==> src/rtl/lsu_align_ctrl_pkg.sv <==
// Shared RAM access modes, LSU state encodings and access classification
// for the load/store alignment controller.
package lsu_align_ctrl_pkg;

  localparam logic [1:0] RAM_MODE_BYTE    = 2'd0;
  localparam logic [1:0] RAM_MODE_HALF    = 2'd1;
  localparam logic [1:0] RAM_MODE_WORD    = 2'd2;
  localparam logic [1:0] REQ_MODE_INVALID = 2'd3;

  typedef enum logic [1:0] {
    ST_IDLE    = 2'd0,
    ST_ISSUE   = 2'd1,
    ST_CAPTURE = 2'd2,
    ST_RESP    = 2'd3
  } lsu_state_e;

  // Accesses the RAM cannot perform in one op: half crossing the word, any unaligned word.
  function automatic logic is_split(input logic [1:0] mode, input logic [1:0] offset);
    return ((mode == RAM_MODE_HALF) && (offset == 2'd3)) ||
           ((mode == RAM_MODE_WORD) && (offset != 2'd0));
  endfunction

endpackage

==> src/rtl/lsu_align_ctrl_byte_assembler.sv <==
// Load-data assembly register: byte-lane capture for split beats, full-word
// capture for aligned ops, and final zero/sign extension of split halves.
module lsu_byte_assembler
  import lsu_align_ctrl_pkg::*;
#(
  parameter int DATA_W = 32
) (
  input  logic              clk,
  input  logic              rst,
  input  logic              clear,
  input  logic              capture,
  input  logic              split,
  input  logic [1:0]        beat,
  input  logic [DATA_W-1:0] rd_data,
  input  logic [1:0]        mode,
  input  logic              signed_ld,
  output logic [DATA_W-1:0] result
);

  logic [DATA_W-1:0] asm_q;

  always_ff @(posedge clk or posedge rst) begin
    if (rst) begin
      asm_q <= '0;
    end else if (clear) begin
      asm_q <= '0;
    end else if (capture) begin
      if (split) asm_q[{beat, 3'b000} +: 8] <= rd_data[7:0];
      else       asm_q <= rd_data;
    end
  end

  // Aligned data arrives already extended by the RAM; only split halves need it here.
  always_comb begin
    result = asm_q;
    if (split && (mode == RAM_MODE_HALF)) begin
      result = signed_ld ? {{(DATA_W-16){asm_q[15]}}, asm_q[15:0]}
                         : {{(DATA_W-16){1'b0}}, asm_q[15:0]};
    end
  end

endmodule

==> src/rtl/lsu_align_ctrl.sv <==
// Load/store alignment controller: one request at a time, split into byte beats
// where needed. Define LSU_MISALIGN_TRAP_EN to reject split accesses with resp_err.
module lsu_align_ctrl
  import lsu_align_ctrl_pkg::*;
#(
  parameter int ADDR_W = 32,
  parameter int DATA_W = 32
) (
  input  logic              clk,
  input  logic              rst,
  input  logic              req_valid,
  output logic              req_ready,
  input  logic              req_we,
  input  logic [ADDR_W-1:0] req_addr,
  input  logic [DATA_W-1:0] req_wdata,
  input  logic [1:0]        req_mode,
  input  logic              req_signed,
  output logic              resp_valid,
  output logic [DATA_W-1:0] resp_rdata,
  output logic              resp_err,
  output logic              ram_we,
  output logic [ADDR_W-1:0] ram_r_addr,
  output logic [ADDR_W-1:0] ram_w_addr,
  output logic [DATA_W-1:0] ram_w_data,
  output logic [1:0]        ram_write_mode,
  output logic [1:0]        ram_read_mode,
  output logic              ram_read_signed,
  input  logic [DATA_W-1:0] ram_r_data
);

  lsu_state_e        state, state_nxt;
  logic              we_q, signed_q, split_q, err_q;
  logic [ADDR_W-1:0] addr_q;
  logic [DATA_W-1:0] wdata_q;
  logic [1:0]        mode_q, beat_q;
  logic [1:0]        last_idx;
  logic              last_beat, accept, req_split, req_err, capture_en;
  logic [ADDR_W-1:0] beat_addr;
  logic [DATA_W-1:0] asm_result;

  assign accept    = (state == ST_IDLE) && req_valid;
  assign req_split = is_split(req_mode, req_addr[1:0]);

`ifdef LSU_MISALIGN_TRAP_EN
  assign req_err = (req_mode == REQ_MODE_INVALID) || req_split;
`else
  assign req_err = (req_mode == REQ_MODE_INVALID);
`endif

  assign last_idx   = split_q ? ((mode_q == RAM_MODE_HALF) ? 2'd1 : 2'd3) : 2'd0;
  assign last_beat  = (beat_q == last_idx);
  assign beat_addr  = addr_q + {{(ADDR_W-2){1'b0}}, beat_q};
  assign capture_en = (state == ST_CAPTURE);

  always_ff @(posedge clk or posedge rst) begin
    if (rst) state <= ST_IDLE;
    else     state <= state_nxt;
  end

  always_comb begin
    state_nxt = state;
    case (state)
      ST_IDLE:    if (req_valid) state_nxt = req_err ? ST_RESP : ST_ISSUE;
      ST_ISSUE: begin
        if (!we_q)          state_nxt = ST_CAPTURE;
        else if (last_beat) state_nxt = ST_RESP;
      end
      ST_CAPTURE: state_nxt = last_beat ? ST_RESP : ST_ISSUE;
      ST_RESP:    state_nxt = ST_IDLE;
      default:    state_nxt = ST_IDLE;
    endcase
  end

  always_ff @(posedge clk or posedge rst) begin
    if (rst) begin
      we_q     <= 1'b0;
      signed_q <= 1'b0;
      split_q  <= 1'b0;
      err_q    <= 1'b0;
      addr_q   <= '0;
      wdata_q  <= '0;
      mode_q   <= RAM_MODE_BYTE;
      beat_q   <= 2'd0;
    end else if (accept) begin
      we_q     <= req_we;
      signed_q <= req_signed;
      split_q  <= req_split;
      err_q    <= req_err;
      addr_q   <= req_addr;
      wdata_q  <= req_wdata;
      mode_q   <= req_mode;
      beat_q   <= 2'd0;
    end else if (((state == ST_ISSUE) && we_q && !last_beat) ||
                 ((state == ST_CAPTURE) && !last_beat)) begin
      beat_q <= beat_q + 2'd1;
    end
  end

  // RAM outputs are decoded from state, so an async reset drops ram_we at once.
  always_comb begin
    req_ready       = 1'b0;
    resp_valid      = 1'b0;
    resp_err        = 1'b0;
    resp_rdata      = '0;
    ram_we          = 1'b0;
    ram_r_addr      = '0;
    ram_w_data      = '0;
    ram_write_mode  = RAM_MODE_BYTE;
    ram_read_mode   = RAM_MODE_BYTE;
    ram_read_signed = 1'b0;
    case (state)
      ST_IDLE: req_ready = 1'b1;
      ST_ISSUE, ST_CAPTURE: begin
        ram_we     = (state == ST_ISSUE) && we_q;
        ram_r_addr = beat_addr;
        if (split_q) begin
          ram_w_data = {{(DATA_W-8){1'b0}}, wdata_q[{beat_q, 3'b000} +: 8]};
        end else begin
          ram_w_data      = wdata_q;
          ram_write_mode  = mode_q;
          ram_read_mode   = mode_q;
          ram_read_signed = signed_q;
        end
      end
      ST_RESP: begin
        resp_valid = 1'b1;
        resp_err   = err_q;
        resp_rdata = (err_q || we_q) ? '0 : asm_result;
      end
      default: ;
    endcase
  end

  assign ram_w_addr = ram_r_addr;

  lsu_byte_assembler #(.DATA_W(DATA_W)) u_byte_assembler (
    .clk       (clk),
    .rst       (rst),
    .clear     (accept),
    .capture   (capture_en),
    .split     (split_q),
    .beat      (beat_q),
    .rd_data   (ram_r_data),
    .mode      (mode_q),
    .signed_ld (signed_q),
    .result    (asm_result)
  );

endmodule

==> config.mk <==
export PLATFORM = sky130hd
export DESIGN_NAME = lsu_align_ctrl
export DESIGN_NICKNAME = d
export VERILOG_FILES = /design/src/rtl/lsu_align_ctrl_pkg.sv /design/src/rtl/lsu_align_ctrl_byte_assembler.sv /design/src/rtl/lsu_align_ctrl.sv
export SDC_FILE = /design/constraint.sdc
export NUM_CORES = 1
export LEC_CHECK = 0
export CAP_MARGIN = 15
export CORE_ASPECT_RATIO = 0.7
export CORE_MARGIN = 5
export CORE_UTILIZATION = 46
export DETAILED_ROUTE_END_ITERATION = 8
export PLACE_DENSITY = 0.81
export SETUP_SLACK_MARGIN = 0.2
export SLEW_MARGIN = 25
export SYNTH_ARGS = -nofsm -noshare
export SYNTH_HDL_FRONTEND = slang
export SYNTH_HIERARCHICAL = 1
export SYNTH_SLANG_ARGS = --single-unit
==> constraint.sdc <==
create_clock -name clk -period 3 [get_ports clk]
set_clock_uncertainty 0.15 [all_clocks]
set_input_delay 0.3 -clock clk [delete_from_list [all_inputs] [get_ports clk]]
set_output_delay 0.3 -clock clk [all_outputs]
set_load 0.05 [all_outputs]
==> results.rst <==
.. list-table::
   :header-rows: 1

   * - Metric
     - Value
   * - Internal reg-to-reg setup slack
     - 360 ps
   * - Max-capacitance violation count
     - 0
   * - Final setup fails
     - 0
   * - Wire length of the first global-routing pass
     - 32500 um
   * - Final count of hold timing violations
     - 0
   * - Area share of the largest cell type after synthesis
     - 38.1%
   * - Total Negative Setup Slacks
     - 0 ps
   * - Pin count of the biggest net entering global routing
     - 75
   * - Final antenna diode count
     - 0
   * - Cell types with the highest counts after synthesis
     - 106 x sky130_fd_sc_hd__dfrtp_1, 89 x sky130_fd_sc_hd__and2_1, 65 x sky130_fd_sc_hd__mux2_2
   * - Yosys warns
     - 6
   * - Post-synthesis cell type with the largest combined area
     - sky130_fd_sc_hd__dfrtp_1
   * - Die H
     - 113 um
   * - Count of standard-cell rows
     - 37
   * - Critical setup path kind
     - register to output port
   * - Dpl hpwl
     - 15700 um
   * - Result of the run
     - finished clean
   * - Number of optimization iterations in the first detailed-route pass
     - 8
   * - Chip Width
     - 157 um
   * - CTS tree
     - built
   * - Number of remaining DRC errors
     - 0
   * - Nets in the synthesized netlist
     - 811
   * - Summed instance area of the synthesized netlist
     - 6960 sq um
   * - Dominant cell by count in the synthesized netlist
     - sky130_fd_sc_hd__dfrtp_1
   * - Quantity of hold-fixing buffers added after cts
     - 0
   * - Worst min-delay path class
     - primary input to async pin
   * - Via count of the first global-routing pass
     - 5889
   * - Std-Cell Core Area
     - 14800 sq um
   * - Clock-pin transition on the worst setup and hold timing paths
     - 80 ps
   * - Mean instance size in the synthesized netlist
     - 10.0 sq um
   * - CTS buffer count
     - 9
   * - Number of cells after detailed placement
     - 1047
   * - Vias
     - 5914
   * - Critical-path maximum fanout
     - 8
   * - Number of standard cells in the layout, taps in and fillers out
     - 1072
   * - Post-detailed-routing wire length
     - 20600 um
   * - Highest attainable clock frequency
     - 339 MHz
   * - Async SR Flop Fraction
     - 100%
   * - Minimum clock period after layout
     - 2950 ps
   * - Final estimated routing congestion in global placement
     - 0.879
   * - Cell count after synthesis
     - 696
   * - Wirelength per Cell
     - 19.2 um
   * - FF+latch count, synth
     - 106
   * - Worst setup startpoint
     - addr_q[0]$_DFFE_PP0P_
   * - Unrepaired setup endpoints after global routing
     - true
   * - Starting density of the core
     - 47.1%
   * - Total global routing track utilization
     - 22.8%
   * - Number of pins exceeding their max-slew limit in the final report
     - 0
   * - Number of ports placed on the die boundary
     - 240
   * - Final #Nets
     - 987
   * - Most instantiated flip-flop cell in the synthesis netlist
     - sky130_fd_sc_hd__dfrtp_1
   * - Worst reg2reg path startpoint
     - beat_q[0]$_DFFE_PP0P_
   * - ANT nets after route
     - 0
   * - Required time of the worst setup path
     - 2550 ps
   * - Area enclosed by the die boundary
     - 17700 sq um
   * - H-Tree Level Count
     - 3
   * - Filler instances
     - 1044
   * - GRT overflow
     - 0
   * - Antenna violations before repair
     - 0
   * - Post-synthesis to final-layout area growth
     - 53.7%
   * - Synth cell types
     - 53
   * - Max Root-Sink Buffers
     - 2
   * - Worst max-slew margin expressed relative to the limit
     - 60.5%
   * - Total of buffers placed on input and output ports
     - 239
   * - Initial DRC Count
     - 307
   * - Share of synthesized area occupied by flip-flops and latches
     - 38.1%
   * - Clk Latency, worst-skew pair
     - 340 ps
   * - Average via count per standard cell
     - 5.52
   * - Clock root buffer
     - sky130_fd_sc_hd__clkbuf_16
   * - CP arrival
     - 2500 ps
   * - Category of the worst setup path capture point
     - output port
   * - Share of the clock period used by the worst path after layout
     - 98.3%
   * - Top cells by area, synth
     - sky130_fd_sc_hd__dfrtp_1 38%, sky130_fd_sc_hd__mux2_2 11%, sky130_fd_sc_hd__and2_1 8.0%
   * - EDFF count, synth
     - 0
   * - Fraction of final layout cells sized beyond drive strength 1
     - 33.2%
   * - End of the worst register-to-register path
     - u_byte_assembler/asm_q[21]$_DFFE_PP0P_
   * - Depth of the worst register-to-register path
     - 6
   * - Worst Setup Start Kind
     - register
   * - Worst slew pin tran
     - 593 ps
   * - Count of clock tree sinks
     - 106
## layout by cell type (no fill, tap or decap), types with 4 or more instances in the layout
cell and count:
sky130_fd_sc_hd__dfrtp_2 7, sky130_fd_sc_hd__dlygate4sd2_1 16, sky130_fd_sc_hd__a311oi_2 10, sky130_fd_sc_hd__clkdlybuf4s50_1 105
sky130_fd_sc_hd__buf_12 113, sky130_fd_sc_hd__ha_1 8, sky130_fd_sc_hd__xnor2_1 22, sky130_fd_sc_hd__inv_1 10
sky130_fd_sc_hd__clkbuf_16 9, sky130_fd_sc_hd__o21ai_0 27, sky130_fd_sc_hd__and2_1 77, sky130_fd_sc_hd__and2_4 12
sky130_fd_sc_hd__nand4_1 27, sky130_fd_sc_hd__buf_4 28, sky130_fd_sc_hd__mux2i_1 8, sky130_fd_sc_hd__a22o_1 8
sky130_fd_sc_hd__nor2_1 9, sky130_fd_sc_hd__a21o_1 18, sky130_fd_sc_hd__xor2_1 6, sky130_fd_sc_hd__nand3_1 19
sky130_fd_sc_hd__nand3_2 4, sky130_fd_sc_hd__dfrtp_1 99, sky130_fd_sc_hd__and3_1 4, sky130_fd_sc_hd__mux2_2 65
sky130_fd_sc_hd__a311oi_1 14, sky130_fd_sc_hd__a21oi_1 36, sky130_fd_sc_hd__nand2_1 24, sky130_fd_sc_hd__nand2b_1 32
## timing repair
item / CTS / global route
pin swaps: 9 / 8
gates resized for setup: 21 / 18
buffers inserted: 4 / 5
setup endpoints to repair: 46 / 79
cloned: 0 / 0
## critical path, cell delays in order, from the launching register on
cell	delay (ps)
sky130_fd_sc_hd__dfrtp_1	360
sky130_fd_sc_hd__ha_2	200
sky130_fd_sc_hd__inv_2	40
sky130_fd_sc_hd__fa_2	330
sky130_fd_sc_hd__nand3b_1	250
sky130_fd_sc_hd__nor3_4	190
sky130_fd_sc_hd__buf_12	150
sky130_fd_sc_hd__nand4_1	130
sky130_fd_sc_hd__xnor2_1	180
sky130_fd_sc_hd__and2_4	200
sky130_fd_sc_hd__buf_12	140
## registers in the layout (all words and copies together) (netlist names)
register,cells
addr_q,32
beat_q,2
err_q,1
mode_q,2
signed_q,1
split_q,1
state,2
u_byte_assembler/asm_q,32
wdata_q,32
we_q,1
## cells by family after synthesis
family,synth area share (%)
AND/OR/NAND/NOR,21.6
AO/OA/AOI/OAI,12.6
buffers and inverters,10.1
flip-flops,38.1
multiplexers,11.8
XOR/XNOR,3.52
adder cells (fa/ha/maj),2.27
## worst max-delay path by stage
stage                           endpoint  slack (ps)  cells after the start
after floorplan           ram_w_addr[24]         110                      9
after global placement    ram_r_addr[24]         280                      9
after detailed placement  ram_r_addr[22]         150                      9
after CTS                 ram_r_addr[22]         -80                     10
after global routing      ram_w_addr[24]        -100                     10
final                     ram_r_addr[22]          50                     10
## layer usage
layer / vias up / global-route usage (%) / wire length, um
li1: 2744 / - / -
met1: 2889 / 30.7 / 8670
met2: 257 / 36.5 / 9690
met3: 24 / 7.38 / 1920
met4: 0 / 4.24 / 295
met5: - / 0 / 0
## layout make-up
cell class	instances	area, sq um	share of cell area [%]
timing repair buffer	262	3660	34.3
inverter	14	55.1	0.515
multi-input combinational	479	3740	34.9
clock buffer	9	225	2.11
tap	195	244	2.28
clock inverter	7	108	1.01
sequential	106	2660	24.9
## metrics by stage
stage	instance area (sq um)	hold WS, ps	setup WS, ps	util (%)
floorplan	7030	266	114	-
global placement	10200	335	281	69.2
detailed placement	10200	339	152	69.2
CTS	10600	262	-76.0	71.7
global route	10700	254	-101	72.4
finish	10700	229	50.8	72.4
Power is not shown: default switching activity piles up to over one toggle a cycle in this logic, so the estimate is an artifact.
==> patch 1, RTL diff (same flow settings) <==
`DATA_W` is set to 32 in 2 places; all go to 64.
--- a/src/rtl/lsu_align_ctrl_byte_assembler.sv
+++ b/src/rtl/lsu_align_ctrl_byte_assembler.sv
@@ -5,3 +5,3 @@
 #(
-  parameter int DATA_W = 32
+  parameter int DATA_W = 64
 ) (
--- a/src/rtl/lsu_align_ctrl.sv
+++ b/src/rtl/lsu_align_ctrl.sv
@@ -6,3 +6,3 @@
   parameter int ADDR_W = 32,
-  parameter int DATA_W = 32
+  parameter int DATA_W = 64
 ) (
Interface: changed (resized ram_r_data, ram_w_data, req_wdata and resp_rdata); port bits go from 240 to 368. No check against the original RTL was run, so the function may have changed too.
==> patch 1 against the original RTL <==
Critical endpoint unchanged. Utilization is 2.7 points higher. Highest routed layer is now met5. Global-route usage increased by 4.5 points. Maximum frequency down 2.7%. The run now ends with setup timing left. Sequential share of layout area up 0.41 points. Non-clock buffer count is 144 higher. Sequential cell count up 64. Critical path type unchanged. Routed wire length up 74%. Area after synthesis is 49% higher. Cell area grew 57%. Setup slack got worse by 0.081 ns.
==> patch 1: results (changes against the original RTL) <==
[run_status]
status=complete, but fails checks  ; was complete, no violations
violations=setup timing

[sta]
setup_viol=4  ; was 0
timing.final.ws_setup_ns=-0.03033  ; was 0.05080 ns
tns_ns=-0.09525  ; was 0 ns

[yosys]
synth.area.top_cells=dfrtp_1 (41%), and2_1 (9.1%), mux2_2 (8.3%)  ; was dfrtp_1 (38%), mux2_2 (11%), and2_1 (8.0%)
syn-num-nets=1190  ; was 811
synthTopCellsByCount=dfrtp_1 (170), and2_1 (151), mux2_2 (76)  ; was dfrtp_1 (106), and2_1 (89), mux2_2 (65)

[grt]
met1_usage_pct=35.55  ; was 30.70%
use_met3_pct=9.067  ; was 7.378%
grt_pass1_vias=9451  ; was 5,889
grt_max_degree=65  ; was 75
grt_pass1_wl_um=55150  ; was 32,540 µm
antenna_found_initial=4  ; was 0
grtUsageMet2_pct=43.93  ; was 36.54%

[setup_path]
cp.arrival_ns=2.58  ; was 2.50 ns
reg2reg_to=u_byte_assembler/asm_q[38]  ; was u_byte_assembler/asm_q[21]
slowest_delay_ns=0.45  ; was 0.36 ns

[cts]
cts_buffers=17  ; was 9

[route]
dr.first_iter.drc_count=922  ; was 307
first_pass_iters=6  ; was 8
met1_length_um=14420  ; was 8668 µm
wl_per_cell_um=22.17  ; was 19.20 µm
wl_met2_um=17200  ; was 9692 µm

[finish]
drive_above_1_share_pct=31.85  ; was 33.18%

[placement]
pre_cts_ws_ns=0.2990  ; was 0.1516 ns
numPortBuffers=367  ; was 239

-- patch 1: cell types whose count changed in the layout (fill, tap and decap cells not counted), moves of 27 or more --
cell,unedited run,this run
nand2_1,24,51
buf_12,113,197
and2_1,77,131
a21o_1,18,50
a22o_1,8,40
dfrtp_1,99,169
o2bb2ai_1,0,30
clkdlybuf4s50_1,105,169
-- patch 1: logic make-up after synthesis --
family	count (synthesis)	share of synthesized area, %
simple gates	312	18.17
compound gates	239	18.10
flops	170	41.03
buf+inv	146	7.650
mux	105	11.29
xor+xnor	25	2.112
fa+ha+maj	13	1.641
-- patch 1: layout make-up --
cell class                 instances  area, µm²  share of cell area, %
sequential                       170       4255                  25.30
inverter                          20      83.83                 0.4984
multi-input combinational        694       5555                  33.03
antenna                            4      10.01                0.05951
tap                              288      360.3                  2.142
clock buffer                      18      439.2                  2.611
clock inverter                    14      146.4                 0.8703
timing repair buffer             406       5969                  35.49
==> patch 2, RTL diff (same settings) <==
Made on the original files. Reset style: synchronous (`rst`), changed in 3 clocked blocks. Comments in the files are not updated.
--- a/src/rtl/lsu_align_ctrl_byte_assembler.sv
+++ b/src/rtl/lsu_align_ctrl_byte_assembler.sv
@@ -21,3 +21,3 @@
 
-  always_ff @(posedge clk or posedge rst) begin
+  always_ff @(posedge clk) begin
     if (rst) begin
--- a/src/rtl/lsu_align_ctrl.sv
+++ b/src/rtl/lsu_align_ctrl.sv
@@ -54,3 +54,3 @@
 
-  always_ff @(posedge clk or posedge rst) begin
+  always_ff @(posedge clk) begin
     if (rst) state <= ST_IDLE;
@@ -73,3 +73,3 @@
 
-  always_ff @(posedge clk or posedge rst) begin
+  always_ff @(posedge clk) begin
     if (rst) begin
Function: differs if rst is asserted again (counterexample within 4 cycles, from zero or initial values and one cycle with rst high); with rst held inactive, the same outputs for 4 cycles.
==> patch 2 against the original RTL <==
Setup slack better by 0.050 ns. Sequential share of layout area down 4.2 points. Routed wire length up 7.6%. Final cell count up 13%. Sequential cell count unchanged. Critical path depth down 2. Area after synthesis down 7.1%. Cell area down 3.5%. Utilization up 2.2 points. Non-clock buffer count up 6. Critical path type unchanged. Largest cell class unchanged. Highest routed layer unchanged.
==> patch 2: results (changes against the original RTL) <==
[setup_path]
path_max_fanout=6  ; was 8
slowest_delay_ns=0.45  ; was 0.36 ns
cp.arrival_ns=2.45  ; was 2.50 ns
critical_path.slowest_cell=or4_4  ; was dfrtp_1
cp_top_family=simple AND/OR/NAND/NOR gates  ; unchanged

[placement]
numPortBuffers=239  ; unchanged
hpwl_um=16390  ; was 15,650 µm
pre_cts_ws_ns=0.3014  ; was 0.1516 ns
placed_cell_area_um2=9827  ; was 10,220 µm²
gp_congestion=0.8662  ; was 0.8792

[power_and_ir_drop]
p_leak_nw=4.002
worst_ir_drop_vdd_uv=402.8

[finish]
fin_nets=1128  ; was 987
drive_above_1_share_pct=24.07  ; was 33.18%
largestRegisters=addr_q x32, u_byte_assembler/asm_q x32, wdata_q x32  ; unchanged
antenna_cells=0  ; unchanged
fillers=1004  ; was 1,044

[min_path]
hold_class=reg2reg  ; was in2async

[grt]
antenna_found_initial=0  ; unchanged
grt_max_degree=75  ; unchanged
grt_pass1_vias=6392  ; was 5,889
grt_pass1_wl_um=33980  ; was 32,540 µm
grtUsageTotal_pct=25.71  ; was 22.79%

[route]
wl_per_cell_um=18.32  ; was 19.20 µm
vias=6711  ; was 5,914
first_pass_iters=5  ; was 8
dr.first_iter.drc_count=468  ; was 307

[cts]
clock_latency_ns=0.34  ; about the same
path_clk_slew_ns=0.08  ; about the same
clock_path_buffers=2  ; unchanged
cts_max_level=3  ; unchanged
ctsRootBufferMaster=clkbuf_16  ; unchanged

[yosys]
synthTopCellsByCount=nand2_1 (154), a21oi_1 (119), dfxtp_1 (106)  ; was dfrtp_1 (106), and2_1 (89), mux2_2 (65)
syn-num-nets=963  ; was 811
ys_seq_area_share_pct=32.82  ; was 38.12%
synth-async-reset-ratio_pct=0  ; was 100.0%
synth.area.top_cells=dfxtp_1 (33%), a21oi_1 (9.2%), nand2_1 (8.9%)  ; was dfrtp_1 (38%), mux2_2 (11%), and2_1 (8.0%)
synth_ff_type=dfxtp_1  ; was dfrtp_1
synth_cell_type_count=61  ; was 53
yosysWarningCount=6  ; unchanged

[sta]
relSlewSlack_pct=46.19  ; was 60.45%
finalMaxSlewViolations=0  ; unchanged

[run_status]
status=complete, no violations  ; unchanged

patch 2: changes by cell type after synthesis, sizes merged, moves of 6 or more:
cell,before,now
nand2,25,154
dfrtp,106,0
dfxtp,0,106
a21oi,38,119
mux2,65,8
clkbuf,23,51
and2,92,67
xnor2,22,2
nand4,28,16
buf,74,63
o21ai,27,16
nor2,11,20
o22ai,0,8
and4,1,7
patch 2: per-layer routing:
layer / up-vias / routed length [µm] / GRT usage (%)
met5: - / 0 / 0
met4: 0 / 641 / 7.821
met3: 48 / 2196 / 8.725
met2: 291 / 10180 / 40.37
met1: 3157 / 9117 / 33.56
li1: 3215 / - / -
patch 2: path summary, 6_finish.rpt:
kind | slack [ns] | cells after the start | from | endpoint
min reg2reg | 0.31 | 2 | wdata_q[1] | wdata_q[1]
max | 0.10 | 8 | addr_q[0] | ram_w_addr[18]
max reg2reg | 0.43 | 7 | beat_q[0] | u_byte_assembler/asm_q[5]
min | 0.31 | 2 | wdata_q[1] | wdata_q[1]
patch 2: repair_timing:
action | 4_1_cts | 5_1_grt
pin swaps | 4 | 10
buffers inserted | 8 | 5
hold buffers | 0 | 0
gates resized for setup | 32 | 19
setup endpoints to repair | 60 | 58
patch 2: area by class of cell:
cell class	instances	area (µm²)	share of cell area, %
clock inverter	6	57.56	0.5580
inverter	14	52.55	0.5095
sequential	106	2131	20.66
multi-input combinational	614	3950	38.29
clock buffer	10	229.0	2.220
timing repair buffer	268	3657	35.46
tap	190	237.7	2.305
patch 2: power by group:
group	internal (mW)	switching, mW	total [mW]	leakage (nW)
logic	1.58	2.47	4.05	2.99
clock network	0.584	0.572	1.16	0.141
registers	1.70	0.263	1.96	0.869
total	3.86	3.31	7.17	4.00
patch 2: cell families after synthesis:
| kind of cell | after synthesis | synth area share, % |
|---|---|---|
| xor gates and xnor gates | 12 | 1.625 |
| adders and majority gates | 12 | 2.438 |
| buffers and inverters | 128 | 11.13 |
| DFF | 106 | 32.82 |
| and+or+nand+nor | 362 | 28.99 |
| AOI/OAI and AO/OA | 215 | 20.84 |
| muxes | 13 | 2.167 |
patch 2: through the flow:
step / hold WS (ns) / cells
6_report: 0.3097 / 1208
5_1_grt: 0.3274 / 1208
4_1_cts: 0.3088 / 1203
3_5_place_dp: 0.2932 / 1179
3_3_place_gp: 0.2896 / 1179
2_1_floorplan: 0.2829 / 848
patch 2: worst min-delay path, stage by stage (launching register included):
cell	delay, ns
dfxtp_1	0.31
nand2_1	0.05
a21oi_1	0.05
